## src/rtl/alexnet_pkg.sv

```systemverilog
// Shared types and helpers for the convolution front-end controllers.
// Holds the scheduler state encoding and output-map dimension arithmetic.
package alexnet_pkg;

    localparam int CNT_W_DEF = 8;

    typedef enum logic [1:0] {
        ST_IDLE  = 2'd0,
        ST_RUN   = 2'd1,
        ST_DRAIN = 2'd2,
        ST_DONE  = 2'd3
    } sched_state_e;

    // Number of window positions along one dimension (trailing remainder dropped).
    function automatic int out_dim(input int size, input int kernel, input int stride);
        return (size - kernel) / stride + 1;
    endfunction

endpackage

```

## src/rtl/conv_window_sched_stride_counter.sv

```systemverilog
// Position counter with a stride-phase counter; flags positions that close a window.
// Phase stays 0 until the first full kernel span, then cycles modulo STRIDE.
module stride_counter
    import alexnet_pkg::*;
#(
    parameter int LIMIT  = 227,
    parameter int KERNEL = 11,
    parameter int STRIDE = 4,
    parameter int CNT_W  = CNT_W_DEF
) (
    input  logic clk,
    input  logic reset,
    input  logic clear,
    input  logic en,
    output logic hit,
    output logic wrap
);

    localparam logic [CNT_W-1:0] LIMIT_M1  = CNT_W'(LIMIT - 1);
    localparam logic [CNT_W-1:0] KERNEL_M1 = CNT_W'(KERNEL - 1);
    localparam logic [CNT_W-1:0] STRIDE_M1 = CNT_W'(STRIDE - 1);

    logic [CNT_W-1:0] pos;
    logic [CNT_W-1:0] phase;

    assign wrap = (pos == LIMIT_M1);
    assign hit  = (pos >= KERNEL_M1) && (phase == '0);

    always_ff @(posedge clk or posedge reset) begin
        if (reset) begin
            pos   <= '0;
            phase <= '0;
        end else if (clear) begin
            pos   <= '0;
            phase <= '0;
        end else if (en) begin
            if (wrap) begin
                pos   <= '0;
                phase <= '0;
            end else begin
                pos <= pos + 1'b1;
                // Phase only starts advancing once the first window has closed.
                if (pos < KERNEL_M1 || phase == STRIDE_M1)
                    phase <= '0;
                else
                    phase <= phase + 1'b1;
            end
        end
    end

endmodule

```

## src/rtl/conv_window_sched.sv

```systemverilog
// Frame sequencer between the line buffer and the MAC array: walks one raster frame,
// emits output-map coordinates for every completed window and throttles on MAC stalls.
module conv_window_sched
    import alexnet_pkg::*;
#(
    parameter int WIDTH  = 227,
    parameter int HEIGHT = 227,
    parameter int KERNEL = 11,
    parameter int STRIDE = 4,
    parameter int CNT_W  = CNT_W_DEF
) (
    input  logic             clk,
    input  logic             reset,
    input  logic             start,
    input  logic             in_valid,
    output logic             in_ready,
    output logic             win_valid,
    input  logic             win_ready,
    output logic [CNT_W-1:0] win_row,
    output logic [CNT_W-1:0] win_col,
    output logic             busy,
    output logic             done,
    output logic [1:0]       dbg_state
);

    // Handshake: a pixel moves when in_valid & in_ready, a window moves when
    // win_valid & win_ready; both may happen in the same cycle.
    localparam logic [1:0] S_IDLE  = ST_IDLE;
    localparam logic [1:0] S_RUN   = ST_RUN;
    localparam logic [1:0] S_DRAIN = ST_DRAIN;
    localparam logic [1:0] S_DONE  = ST_DONE;

    localparam logic [CNT_W-1:0] OUT_W_M1 = CNT_W'(out_dim(WIDTH, KERNEL, STRIDE) - 1);

    logic [1:0]       state;
    logic [CNT_W-1:0] out_row;
    logic [CNT_W-1:0] out_col;
    logic             accept;
    logic             col_hit;
    logic             col_wrap;
    logic             row_hit;
    logic             row_wrap;
    logic             win_hit;
    logic             frame_end;
    logic             clear;

    assign in_ready  = (state == S_RUN) & ~(win_valid & ~win_ready);
    assign accept    = in_valid & in_ready;
    assign win_hit   = accept & col_hit & row_hit;
    assign frame_end = accept & col_wrap & row_wrap;
    assign clear     = (state == S_IDLE) & start;

    assign busy      = (state == S_RUN) | (state == S_DRAIN);
    assign done      = (state == S_DONE);
    assign dbg_state = state;

    stride_counter #(
        .LIMIT (WIDTH),
        .KERNEL(KERNEL),
        .STRIDE(STRIDE),
        .CNT_W (CNT_W)
    ) u_col (
        .clk  (clk),
        .reset(reset),
        .clear(clear),
        .en   (accept),
        .hit  (col_hit),
        .wrap (col_wrap)
    );

    stride_counter #(
        .LIMIT (HEIGHT),
        .KERNEL(KERNEL),
        .STRIDE(STRIDE),
        .CNT_W (CNT_W)
    ) u_row (
        .clk  (clk),
        .reset(reset),
        .clear(clear),
        .en   (accept & col_wrap),
        .hit  (row_hit),
        .wrap (row_wrap)
    );

    always_ff @(posedge clk or posedge reset) begin
        if (reset) begin
            state <= S_IDLE;
        end else begin
            case (state)
                S_IDLE:  if (start) state <= S_RUN;
                S_RUN:   if (frame_end) state <= S_DRAIN;
                S_DRAIN: if (!win_valid || win_ready) state <= S_DONE;
                default: state <= S_IDLE;
            endcase
        end
    end

    // A row of hits always holds exactly OUT_W windows, so the last one advances the row.
    always_ff @(posedge clk or posedge reset) begin
        if (reset) begin
            win_valid <= 1'b0;
            win_row   <= '0;
            win_col   <= '0;
            out_row   <= '0;
            out_col   <= '0;
        end else if (clear) begin
            win_valid <= 1'b0;
            out_row   <= '0;
            out_col   <= '0;
        end else if (win_hit) begin
            win_valid <= 1'b1;
            win_row   <= out_row;
            win_col   <= out_col;
            if (out_col == OUT_W_M1) begin
                out_col <= '0;
                out_row <= out_row + 1'b1;
            end else begin
                out_col <= out_col + 1'b1;
            end
        end else if (win_ready) begin
            win_valid <= 1'b0;
        end
    end

endmodule

```

## config.mk

```make
export PLATFORM = sky130hd
export DESIGN_NAME = conv_window_sched
export DESIGN_NICKNAME = d
export VERILOG_FILES = /design/src/rtl/alexnet_pkg.sv /design/src/rtl/conv_window_sched_stride_counter.sv /design/src/rtl/conv_window_sched.sv
export SDC_FILE = /design/constraint.sdc
export NUM_CORES = 1
export LEC_CHECK = 0
export ABC_AREA = 0
export ABC_CLOCK_PERIOD_IN_PS = 2950
export CORE_ASPECT_RATIO = 1.25
export CORE_MARGIN = 4
export CORE_UTILIZATION = 40
export CTS_CLUSTER_SIZE = 25
export DETAILED_ROUTE_END_ITERATION = 16
export PLACE_DENSITY = 0.58
export RECOVER_POWER = 25
export SYNTH_ARGS = -nofsm -noshare
export SYNTH_HDL_FRONTEND = slang
export SYNTH_HIERARCHICAL = 1
export SYNTH_SLANG_ARGS = --single-unit
```

## constraint.sdc

```tcl
create_clock -name clk -period 2.95 [get_ports clk]
set_input_delay 0.7375 -clock clk [delete_from_list [all_inputs] [get_ports clk]]
set_output_delay 0.7375 -clock clk [all_outputs]
set_load 0.03 [all_outputs]
```

## Word level (Yosys, flattened, before mapping)

Index checks and enable logic that the tools add are counted.

- Logic and storage cells: 87
- Bits in registers: 67
- Output and inout bits: 22
- Input bits: 5

- Mux-type cells: 27
- Reductions and logical operators: 17
- $add $sub $neg: 6
- Equality and inequality tests: 11
- Magnitude comparators: 4
- Bitwise operators: 12

Operator list:

| operator | number |
|---|---|
| $mux 8 | 20 |
| $add 8x1->8 const B | 6 |
| $eq 8x2->1 const B | 2 |
| $eq 8x8->1 const B | 2 |
| $ge 8x4->1 const B | 2 |
| $logic_not 8->1 | 2 |
| $lt 8x4->1 const B | 2 |
| $and 1x1->1 | 8 |
| $eq 8x6->1 const B | 1 |
| $reduce_bool 2->1 | 4 |
| $mux 2 | 3 |
| $pmux 2 s3 | 1 |
| $eq 2x2->1 const B | 2 |
| $ne 2x2->1 const B | 2 |
| $reduce_and 2->1 | 2 |
| $logic_or 1x1->1 | 3 |
| $mux 1 | 3 |
| $not 1->1 | 3 |
| $reduce_and 3->1 | 1 |
| $reduce_bool 3->1 | 1 |
| $eq 2x1->1 const B | 1 |
| $logic_and 1x1->1 | 2 |
| $logic_not 2->1 | 1 |
| $ne 2x1->1 const B | 1 |
| 2 further kinds | 2 |

## Depth between registers and ports, before layout

- Depth in word-level cells: 9
- Mapped depth: 10
- Mapped depth without buffers: 9

## Cells and area by module

The synthesis kept the hierarchy.

By module, submodules not included:

| module | area each (µm²) | seq. area each (µm²) | cells an instance | times used |
|---|---|---|---|---|
| stride_counter | 929.6 | 400.4 | 97 | 2 |
| conv_window_sched | 1752.9 | 875.8 | 158 | 1 |

## Least setup slack after synthesis

OpenSTA, ideal clock, no wires.

- Path kind: reg2reg
- Start point: register state[0], in the netlist dbg_state[0]
- End point: register win_col[0]
- Required time: 2.825 ns
- Clock period less this slack: 2.362 ns
- Arrival time: 2.237 ns
- Setup slack: 0.588 ns
- Path buffers: 1
- Stages on the path, launching flop included: 8
- Setup time: 0.125 ns
- Path through: dfrtp_1 -> inv_1 -> ha_1 -> nand2_2 -> inv_2 -> nor4_4 -> buf_4 -> mux2_2

- Elaborated cells between the ends (all ways): 9
- Those cells by class: 1 x eq/ne; 6 x bitwise; 2 x reduce/logical

RTL lines:

| what | line | text |
|---|---|---|
| start: declaration | conv_window_sched.sv:35 | `logic [1:0] state;` |
| start signal: assignment | conv_window_sched.sv:87 | `state <= S_IDLE;` |
| start signal: assignment | conv_window_sched.sv:90 | `S_IDLE: if (start) state <= S_RUN;` |
| start signal: assignment | conv_window_sched.sv:91 | `S_RUN: if (frame_end) state <= S_DRAIN;` |
| $logic_not 2->1 | conv_window_sched.sv:51 | `assign clear = (state == S_IDLE) & start;` |
| $and 1x1->1 | conv_window_sched.sv:51 |  |
| via clear | conv_window_sched.sv:45 | `logic clear;` |
| $not 1->1 (no source line) | n/a |  |
| $reduce_and 2->1 (no source line) | n/a |  |
| end signal: assignment | conv_window_sched.sv:113 | `win_col <= out_col;` |
| end: declaration | conv_window_sched.sv:20 | `output logic [CNT_W-1:0] win_col,` |

The timed path passes the listed nets, and every way through them passes these cells.
A chain may end at the register's enable or synchronous reset.

## Worst setup path after layout

- Start point: register state[0], in the netlist dbg_state[0]
- End point: output busy

- Longest elaborated chain between the ends: 2
- Elaborated cells between the ends (all ways): 3
- Those cells by class: 2 x eq/ne; 1 x bitwise

Ends and longest elaborated chain:

| what | line | text |
|---|---|---|
| $eq 2x1->1 / $eq 2x2->1 (equally long branches) | conv_window_sched.sv:53 | `assign busy = (state == S_RUN) \| (state == S_DRAIN);` |
| $or 1x1->1 * | conv_window_sched.sv:53 |  |
| end: declaration | conv_window_sched.sv:21 | `output logic busy,` |

Mark *: on every way between the ends. The rest lies on a longest branch, timed or not.

==> summary.md <==
| Metric | Value |
|---|---|
| 1st-pass router iterations | `4` |
| DIE HEIGHT | `approximately 110 microns` |
| Initial antenna violation count | `0` |
| Sw frac | `0.263` |
| Critical path launch point type | `flip-flop` |
| Ys flop type | `dfrtp_1` |
| Die area | `0.0106 sq mm` |
| Dpl hpwl | `5460 microns` |
| Layout Skew | `9.72 ps` |
| Nets | `409` |
| Count leader, synth | `dfrtp_1` |
| CTS buffer count | `9` |
| Final hold violations | `0` |
| Critical path type | `flip-flop to output pin` |
| GR peak layer | `met2` |
| Met1 usage | `0.202` |
| Post-CTS Hold Fix Bufs | `0` |
| Clk root buf | `clkbuf_8` |
| Wire per inst | `14.8 microns` |
| Clock share of power | `0.406` |
| Post-synth ARST share | `1.00` |
| Clock-pin slew on the worst setup and hold paths | `80 ps` |
| Seq cells post-synth | `67` |
| Synthesized area | `~0.0036 sq mm` |
| Switch Pwr | `between 0.5 and 0.6 mW` |
| Top achievable clock speed | `0.372 GHz` |
| Sequential Area | `0.00168 sq mm` |
| Top cell type by total area after synthesis | `dfrtp_1` |
| Post-synth EDFFs | `0` |
| Max-Cap Viols | `0` |
| Final GP Congestion | `0.790` |
| Top cell type's share of synthesized area | `0.464` |
| Placed cell area | `around 0.004 sq mm` |
| Deepest clock path buffer count | `2` |
| CP max FO | `5` |
| Total grt overflow | `0` |
| Top-level I/O count | `27` |
| Max VDD drop | `0.250 mV` |
| RSZ-0062 raised after global routing | `no` |
| Clk Latency, worst-skew pair | `between 300 and 400 ps` |
| Dpl ws | `319 ps` |
| Endpoints failing setup | `0` |
| Initial core utilization | `0.413` |
| Routed wire length | `7570 microns` |
| Area Overhead vs Synth | `17.7%` |
| Syn Inst Count | `352` |
| Top cells by area, synth | `dfrtp_1 46%, ha_1 5.5%, mux2_2 5.3%` |
| Worst Tran Pin Value | `a little under 900 ps` |
| Warning count from the yosys run | `6` |
| Filler cell count | `849` |
| Hold Crit Class | `flip-flop to flip-flop` |
| Final WS setup | `~260 ps` |
| Setup bufs post-CTS | `0` |
| Final Cell Area | `approximately 0.0043 sq mm` |
| H-tree depth | `3` |
| Int Pwr | `1.59 mW` |
| Met2 GRT Util | `0.247` |
| WHS | `509 ps` |
| CP required | `2210 ps` |
| Largest net degree at the start of global routing | `36` |
| Power per cell area | `506 mW/mm^2` |
| Multi-input logic area | `0.00185 sq mm` |
| TritonCTS Sinks | `67` |
| Cts repair resizes | `0` |
| Post-DRT Antenna Nets | `0` |
| GRT met3 Usage | `0.0270` |
| TritonCTS clock tree | `done` |
| Port-buffer cells | `26` |
| Core area | `0.00875 sq mm` |
| Syn nets | `373` |
| Commonest cells in the synthesized netlist | `67 x dfrtp_1, 38 x nor2_1, 27 x nand2_1` |
| Synth unique cells | `46` |
| Site row count | `38` |
| DRC violations left | `0` |
| Crit. End Element | `output pin` |
| Final cell utilization of the core | `0.486` |
| Global-route wire length before repair | `13000 microns` |
| Syn avg cell area | `10.3 sq um` |
| Crit path DAT | `approximately 2000 ps` |
| Vias in the first global route | `2736` |
| Total Routing Usage GR | `0.155` |
| Die Wd | `between 90 and 100 microns` |
| Via count | `2708` |
| # diodes | `0` |
| Vias/cell | `5.28` |
| Fin Setup TNS | `0 ps` |
| Final number of max-transition violations | `0` |
| Starting DRT DRC Count | `91` |
| Share of layout cells above drive strength 1 | `0.150` |
| Flop pwr share | `0.477` |
| Sequential share of the synthesized area | `0.464` |
| Min Tclk post-route | `2690 ps` |
| Leakage Power | `roughly 1.9 nW` |
| Crit share post-route | `0.912` |
| Combinational Power Share | `0.118` |
| Slew HR | `0.413` |
| Status | `completed` |
per-stage QoR:
step,power [mW],instances
floorplan,1.22,352
global placement,1.29,497
global route,2.26,513
finish,2.15,513
detailed placement,1.30,497
CTS,2.18,513
sequential cells by signal, summed over array words and instances, names as in the netlist:
name         count
u_row/pos        8
out_row          8
u_row/phase      8
win_valid        1
out_col          8
win_col          8
dbg_state        2
u_col/phase      8
win_row          8
u_col/pos        8
cell usage in the layout, fill, tap and decap left out, types with 3 or more instances in the layout:
master           count
o22ai_1              4
nor4_2               3
o21ai_1              5
buf_4                5
inv_1               14
nand3_1             14
ha_1                16
and4_1               3
nand2_1             27
a31oi_1              3
nand2_2              3
mux2i_1              4
nor4_4               3
nor2_1              38
xor2_1              12
dfrtp_1             67
o2111ai_1            4
xnor2_1             10
nor3_1               3
nand2b_1             3
a21oi_1             17
nor2b_1              6
o31ai_1              4
and3_1               3
and2_1               6
or4_1                4
or3_1                5
nand4_1             14
mux2_2              17
clkdlybuf4s50_1     24
clkbuf_8            11
o21ai_0             12
metal layers:
metal / routed length [microns] / part of all wire / up-vias
met5: 0 / 0 / -
met4: 163 / 0.022 / 0
met3: 194 / 0.026 / 13
met2: 3600 / 0.48 / 37
met1: 3610 / 0.48 / 1324
li1: - / - / 1334
final cells by class:
type / instances / share of cell area
timing repair buffer: 31 / 0.0688
inverter: 15 / 0.0132
clock buffer: 12 / 0.0365
multi-input combinational: 264 / 0.435
tap: 120 / 0.0353
sequential: 67 / 0.394
clock inverter: 4 / 0.0171
path summary, 6_finish.rpt:
path,start,to,slack [ps],cells past startpoint
setup / recovery,dbg_state[0],busy,260,3
hold / removal,win_row[5],win_row[5],510,1
setup reg to reg,u_row/pos[0],out_row[6],290,9
hold reg to reg,win_row[5],win_row[5],510,1
max in group asynchronous,reset,win_row[4],1260,3
min in group asynchronous,reset,u_row/phase[3],950,2
cell families (layout without fill, tap and decap cells):
group,Yosys count,count (layout),share of synthesized area
AO/OA/AOI/OAI,58,58,0.110
flip-flops,67,67,0.464
multiplexers,21,21,0.0641
adder cells (fa/ha/maj),16,16,0.0554
AND/OR/NAND/NOR,147,147,0.229
XOR/XNOR,22,22,0.0533
buffers and inverters,21,62,0.0239
critical path, stage by stage (launching register included):
cell             delay (ps)
dfrtp_1                 480
inv_1                   120
ha_1                    330
clkdlybuf4s50_1         680
power groups by stage:
| stage | clock network [mW] | logic, mW | registers (mW) |
|---|---|---|---|
| after floorplan | 0 | 0.194 | 1.03 |
| after global placement | 0 | 0.252 | 1.04 |
| after detailed placement | 0 | 0.257 | 1.04 |
| after CTS | 0.897 | 0.258 | 1.02 |
| after global routing | 0.936 | 0.292 | 1.03 |
| final | 0.873 | 0.253 | 1.03 |
Note: power is estimated with default switching activity, not from simulation.
==> edit 1: new RTL, config.mk and constraints unchanged <==
Set the package constant `CNT_W_DEF` to 6 (it was 8).
--- a/src/rtl/alexnet_pkg.sv
+++ b/src/rtl/alexnet_pkg.sv
@@ -2,7 +2,7 @@
 // Holds the scheduler state encoding and output-map dimension arithmetic.
 package alexnet_pkg;
 
-    localparam int CNT_W_DEF = 8;
+    localparam int CNT_W_DEF = 6;
 
     typedef enum logic [1:0] {
         ST_IDLE  = 2'd0,
Ports: changed (resized win_col and win_row); port bits go from 27 to 23. The function was not compared with the original's and may differ.
==> edit 1 against the unedited design <==
- the flow now finishes with violations (max-capacitance violations)
- power fell by 22%
- via count fell by 15%
- wire length fell by 17%
- setup slack improved by 0.097 ns
- register-to-register slack improved by 0.20 ns
- cell area fell by 21%
- maximum frequency rose by 3.7%
- global-route usage fell by 0.32 points
- largest power group unchanged
- sequential cell count fell by 16
- count of clock-buffer cells in the layout fell by 6
- synthesized area fell by 20%
==> edit 1: results (changes against the unedited design) <==
Run status
  – Outcome: finished, violations left (was finished clean)
  – Failing checks: max-capacitance violations

Placed design
  – Port-buffer cells: 22 (was 26)
  – Pre-CTS setup slack: 0.2642 ns (was 0.3189 ns)
  – Gpl congestion: 0.8344 (was 0.7896)
  – DP HPWL: 4607 um (was 5455 um)

Clock network
  – CTS root buffer: clkbuf_8 (unchanged)
  – H-tree Lvls: 2 (was 3)
  – Clk_lat worst skew: 0.31 ns (was 0.35 ns)
  – Post-CTS resize count: 0 (unchanged)
  – Clock transition at path regs: 0.09 ns
  – Max Root-Sink Buffers: 2 (unchanged)
  – CTS Buf Count: 5 (was 9)
  – Postcts setup bufs: 0 (unchanged)

Drt
  – Drt pass-1 iters: 4 (unchanged)
  – DR iter-0 viols: 76 (was 91)
  – Final WL: 6251 um (was 7571 um)
  – Total number of vias: 2,295 (was 2,708)

GRT
  – Total track usage: 0.1518 (was 0.1550)
  – First-pass GRT wire length: 10,700 um (was 13,030 um)
  – Largest net degree at the start of global routing: 28 (was 36)
  – Initial antenna violation count: 0 (unchanged)

Synthesis
  – Synth cell types: 49 (was 46)
  – Most frequent cells after synthesis: 51 x dfrtp_1, 27 x inv_1, 25 x nand2_1 (was 67 x dfrtp_1, 38 x nor2_1, 27 x nand2_1)
  – Synth area leaders: dfrtp_1 44%, ha_1 6.9%, mux2_2 5.1%, inv_1 3.5%, nand2_1 3.3% (was dfrtp_1 46%, ha_1 5.5%, mux2_2 5.3%, nor2_1 3.9%, xor2_1 2.9%)
  – Post-synth EDFFs: 0 (unchanged)
  – Async SR Flop Fraction: 1.000 (unchanged)
  – Net Count, Synth: 318 (was 373)
  – Post-synthesis sequential area ratio: 0.4427 (was 0.4641)
  – Synth warn: 6 (unchanged)

STA
  – Rel. slew slack: 0.0001673 (was 0.4131)
  – Final Skew: 0.009345 ns (was 0.009721 ns)

Critical path
  – Crit path DAT: 1.86 ns (was 1.95 ns)
  – Crit path max fanout: 5 (unchanged)

Pwr
  – Leakage: 1.517 nW (was 1.871 nW)
  – Peak supply drop: 0.0002151 V (was 0.0002501 V)

Run
  – Max-Cap Viols: 1 (was 0)

Final layout
  – Nets: 348 (was 409)
  – N_diodes: 0 (unchanged)
  – Fill count: 695 (was 849)
  – Ratio of cells with drive above 1 in the final layout: 0.1433 (was 0.1501)

Worst hold path
  – Hold WC Path Type: register to register (unchanged)
==> edit 1: logic make-up after synthesis <==
| group | count (synthesis) | synth area share |
|---|---|---|
| adders and majority gates | 16 | 0.06944 |
| DFF | 51 | 0.4427 |
| xor gates and xnor gates | 4 | 0.01215 |
| and+or+nand+nor | 110 | 0.2174 |
| muxes | 15 | 0.05773 |
| buffers and inverters | 38 | 0.05165 |
| AOI/OAI and AO/OA | 63 | 0.1489 |
==> edit 1: path summary, 6_finish.rpt <==
| check | depth (start not counted) | slack [ns] | from | end |
|---|---|---|---|---|
| worst min register to register | 1 | 0.51 | win_row[2] | win_row[2] |
| worst max-delay path | 3 | 0.36 | dbg_state[0] | busy |
| min in group asynchronous | 2 | 0.95 | reset | u_col/pos[5] |
| max in group asynchronous | 3 | 0.64 | reset | win_col[5] |
| worst min-delay path | 1 | 0.51 | win_row[2] | win_row[2] |
| worst max register to register | 10 | 0.49 | u_col/pos[0] | win_row[1] |
==> edit 1: area by class of cell <==
type | count | area share
clock buffer | 6 | 0.02470
inverter | 29 | 0.03256
clock inverter | 2 | 0.004865
sequential | 51 | 0.3817
multi-input combinational | 208 | 0.4360
tap | 90 | 0.03368
timing repair buffer | 32 | 0.08645
==> edit 1: worst max-delay path: stages (launching register included) <==
cell	delay (ns)
dfrtp_1	0.46
inv_1	0.11
ha_1	0.31
clkdlybuf4s50_1	0.69
==> edit 1: where the power goes <==
group	leakage, nW	switching (mW)	internal, mW	total, mW
Sequential	0.655	0.111	0.778	0.890
Combinational	0.815	0.208	0.147	0.355
Clock	0.0474	0.240	0.192	0.432
==> edit 1: routing by layer <==
metal,vias to the layer above,part of all wire,global-route usage
met3,9,0.037,0.03277
met5,-,0,0
met1,1116,0.45,0.1932
met4,0,0.016,0.04827
li1,1135,-,-
met2,35,0.50,0.2603
==> edit 1: through the flow <==
step / cell area [um2] / utilization / cells
floorplan: 2883 / - / 297
global placement: 3248 / 0.4656 / 410
detailed placement: 3248 / 0.4656 / 410
CTS: 3347 / 0.4797 / 418
global route: 3343 / 0.4792 / 418
finish: 3343 / 0.4792 / 418
==> edit 2: new RTL, same settings <==
Made on the original files. Put one more register stage on the output `dbg_state`, without a reset. The value now appears one clock later. The other outputs are not delayed to match.
--- a/src/rtl/conv_window_sched.sv
+++ b/src/rtl/conv_window_sched.sv
@@ -52,7 +52,9 @@
 
     assign busy      = (state == S_RUN) | (state == S_DRAIN);
     assign done      = (state == S_DONE);
-    assign dbg_state = state;
+    always_ff @(posedge clk) begin
+        dbg_state <= state;
+    end
 
     stride_counter #(
         .LIMIT (WIDTH),
Formal check against the unedited RTL: not equivalent (Yosys sat finds a counterexample within 4 cycles, from zero or initial values and one cycle with reset high).
==> edit 2 against the unedited design <==
- non-clock buffer count increased by 4
- synthesized area increased by 0.48%
- sequential cell count increased by 2
- power decreased by 9.1%
- wire length decreased by 5.9%
- cell area decreased by 0.88%
- setup slack improved by 0.13 ns
- largest power group unchanged
- combinational power decreased by 6%
- largest cell class unchanged
- highest routed layer unchanged
==> edit 2: results (changes against the unedited design) <==
GRT
  – First-pass GRT wire length: 12,490 um (was 13,030 um)
  – Met2 Use GR: 0.2494 (was 0.2470)
  – Met3 Use GR: 0.03485 (was 0.02696)
  – Met1 Use GR: 0.1801 (was 0.2019)
  – Total track usage: 0.1471 (was 0.1550)

Critical path
  – R2R Setup Slk: 0.48 ns (was 0.29 ns)
  – Crit path max fanout: 5 (unchanged)
  – Worst reg2reg path depth: 10 (was 9)
  – Crit path DAT: 1.83 ns (was 1.95 ns)
  – R2R Path End: out_row[6] (unchanged)
  – Launch point of the worst path: state[0] (was dbg_state[0])
  – Reg2reg start: u_row/pos[0] (unchanged)

Final layout
  – Nets: 411 (was 409)
  – Ratio of cells with drive above 1 in the final layout: 0.1616 (was 0.1501)
  – Post-layout util: 0.4818 (was 0.4861)
  – Fill count: 868 (was 849)

Placed design
  – Area post-placement: 0.004051 mm2 (was 0.004028 mm2)
  – Pre-CTS setup slack: 0.1712 ns (was 0.3189 ns)
  – Gpl congestion: 0.7787 (was 0.7896)
  – DP HPWL: 5115 um (was 5455 um)
  – Post-Place Cells: 500 (was 497)

Pwr
  – NetSw: 571.1 uW (was 566.4 uW)
  – Leakage: 1.863 nW (was 1.871 nW)
  – Peak supply drop: 0.0002245 V (was 0.0002501 V)

Worst hold path
  – WHS Path Cells: 0 (was 1)
  – Hold Startpoint: state[1] (was win_row[5])
  – Hold Path End: dbg_state[1] (was win_row[5])

STA
  – Final Skew: 0.005825 ns (was 0.009721 ns)
  – Worst slew pin tran: 0.8678 ns (was 0.8803 ns)
  – Achievable frequency: 390.0 MHz (was 371.7 MHz)
  – Hold_ws: 0.4578 ns (was 0.5090 ns)

Drt
  – DR iter-0 viols: 96 (was 91)
  – Routed wl met2: 3653 um (was 3603 um)
  – Total number of vias: 2,702 (was 2,708)
  – Drt via density: 5.236 (was 5.279)
  – Final WL: 7123 um (was 7571 um)
  – Met1 Wirelength: 3155 um (was 3609 um)

Synthesis
  – Most frequent cells after synthesis: 67 x dfrtp_1, 37 x nor2_1, 25 x nand2_1 (was 67 x dfrtp_1, 38 x nor2_1, 27 x nand2_1)
  – Post-synthesis sequential area ratio: 0.4729 (was 0.4641)
  – Synth cell types: 49 (was 46)
  – Async SR Flop Fraction: 0.9710 (was 1.000)
  – Synth area leaders: dfrtp_1 46%, mux2_2 5.3%, ha_1 5.2%, nor2_1 3.8%, nand4_1 2.9% (was dfrtp_1 46%, ha_1 5.5%, mux2_2 5.3%, nor2_1 3.9%, xor2_1 2.9%)
  – Gate Count Post-Synth: 353 (was 352)

Run status
  – Outcome: finished clean (unchanged)
==> edit 2: worst max-delay path, stage by stage (launching register included) <==
cell and delay, ns:
dfrtp_1 0.43, inv_1 0.09, ha_1 0.30, clkdlybuf4s50_1 0.67
==> edit 2: logic make-up after synthesis <==
logic type | share of synthesized area
fa+ha+maj | 0.05171
buf+inv | 0.03343
flops | 0.4729
simple gates | 0.2182
compound gates | 0.1151
xor+xnor | 0.05308
mux | 0.05550
==> edit 2: power groups by stage <==
stage                     Combinational, mW  Sequential, mW  Clock (mW)
after floorplan                       0.191            1.06           0
after global placement                0.236            1.07           0
after detailed placement              0.242            1.07           0
after CTS                             0.243            1.06       0.696
after global routing                  0.276            1.07       0.735
final                                 0.237            1.06       0.664
==> edit 2: cell type report <==
class / count / share of cell area
Tap cell: 120 / 0.03562
Sequential cell: 69 / 0.4072
Clock inverter: 7 / 0.01009
Timing Repair Buffer: 35 / 0.07658
Clock buffer: 9 / 0.02939
Multi-Input combinational cell: 258 / 0.4251
Inverter: 18 / 0.01603
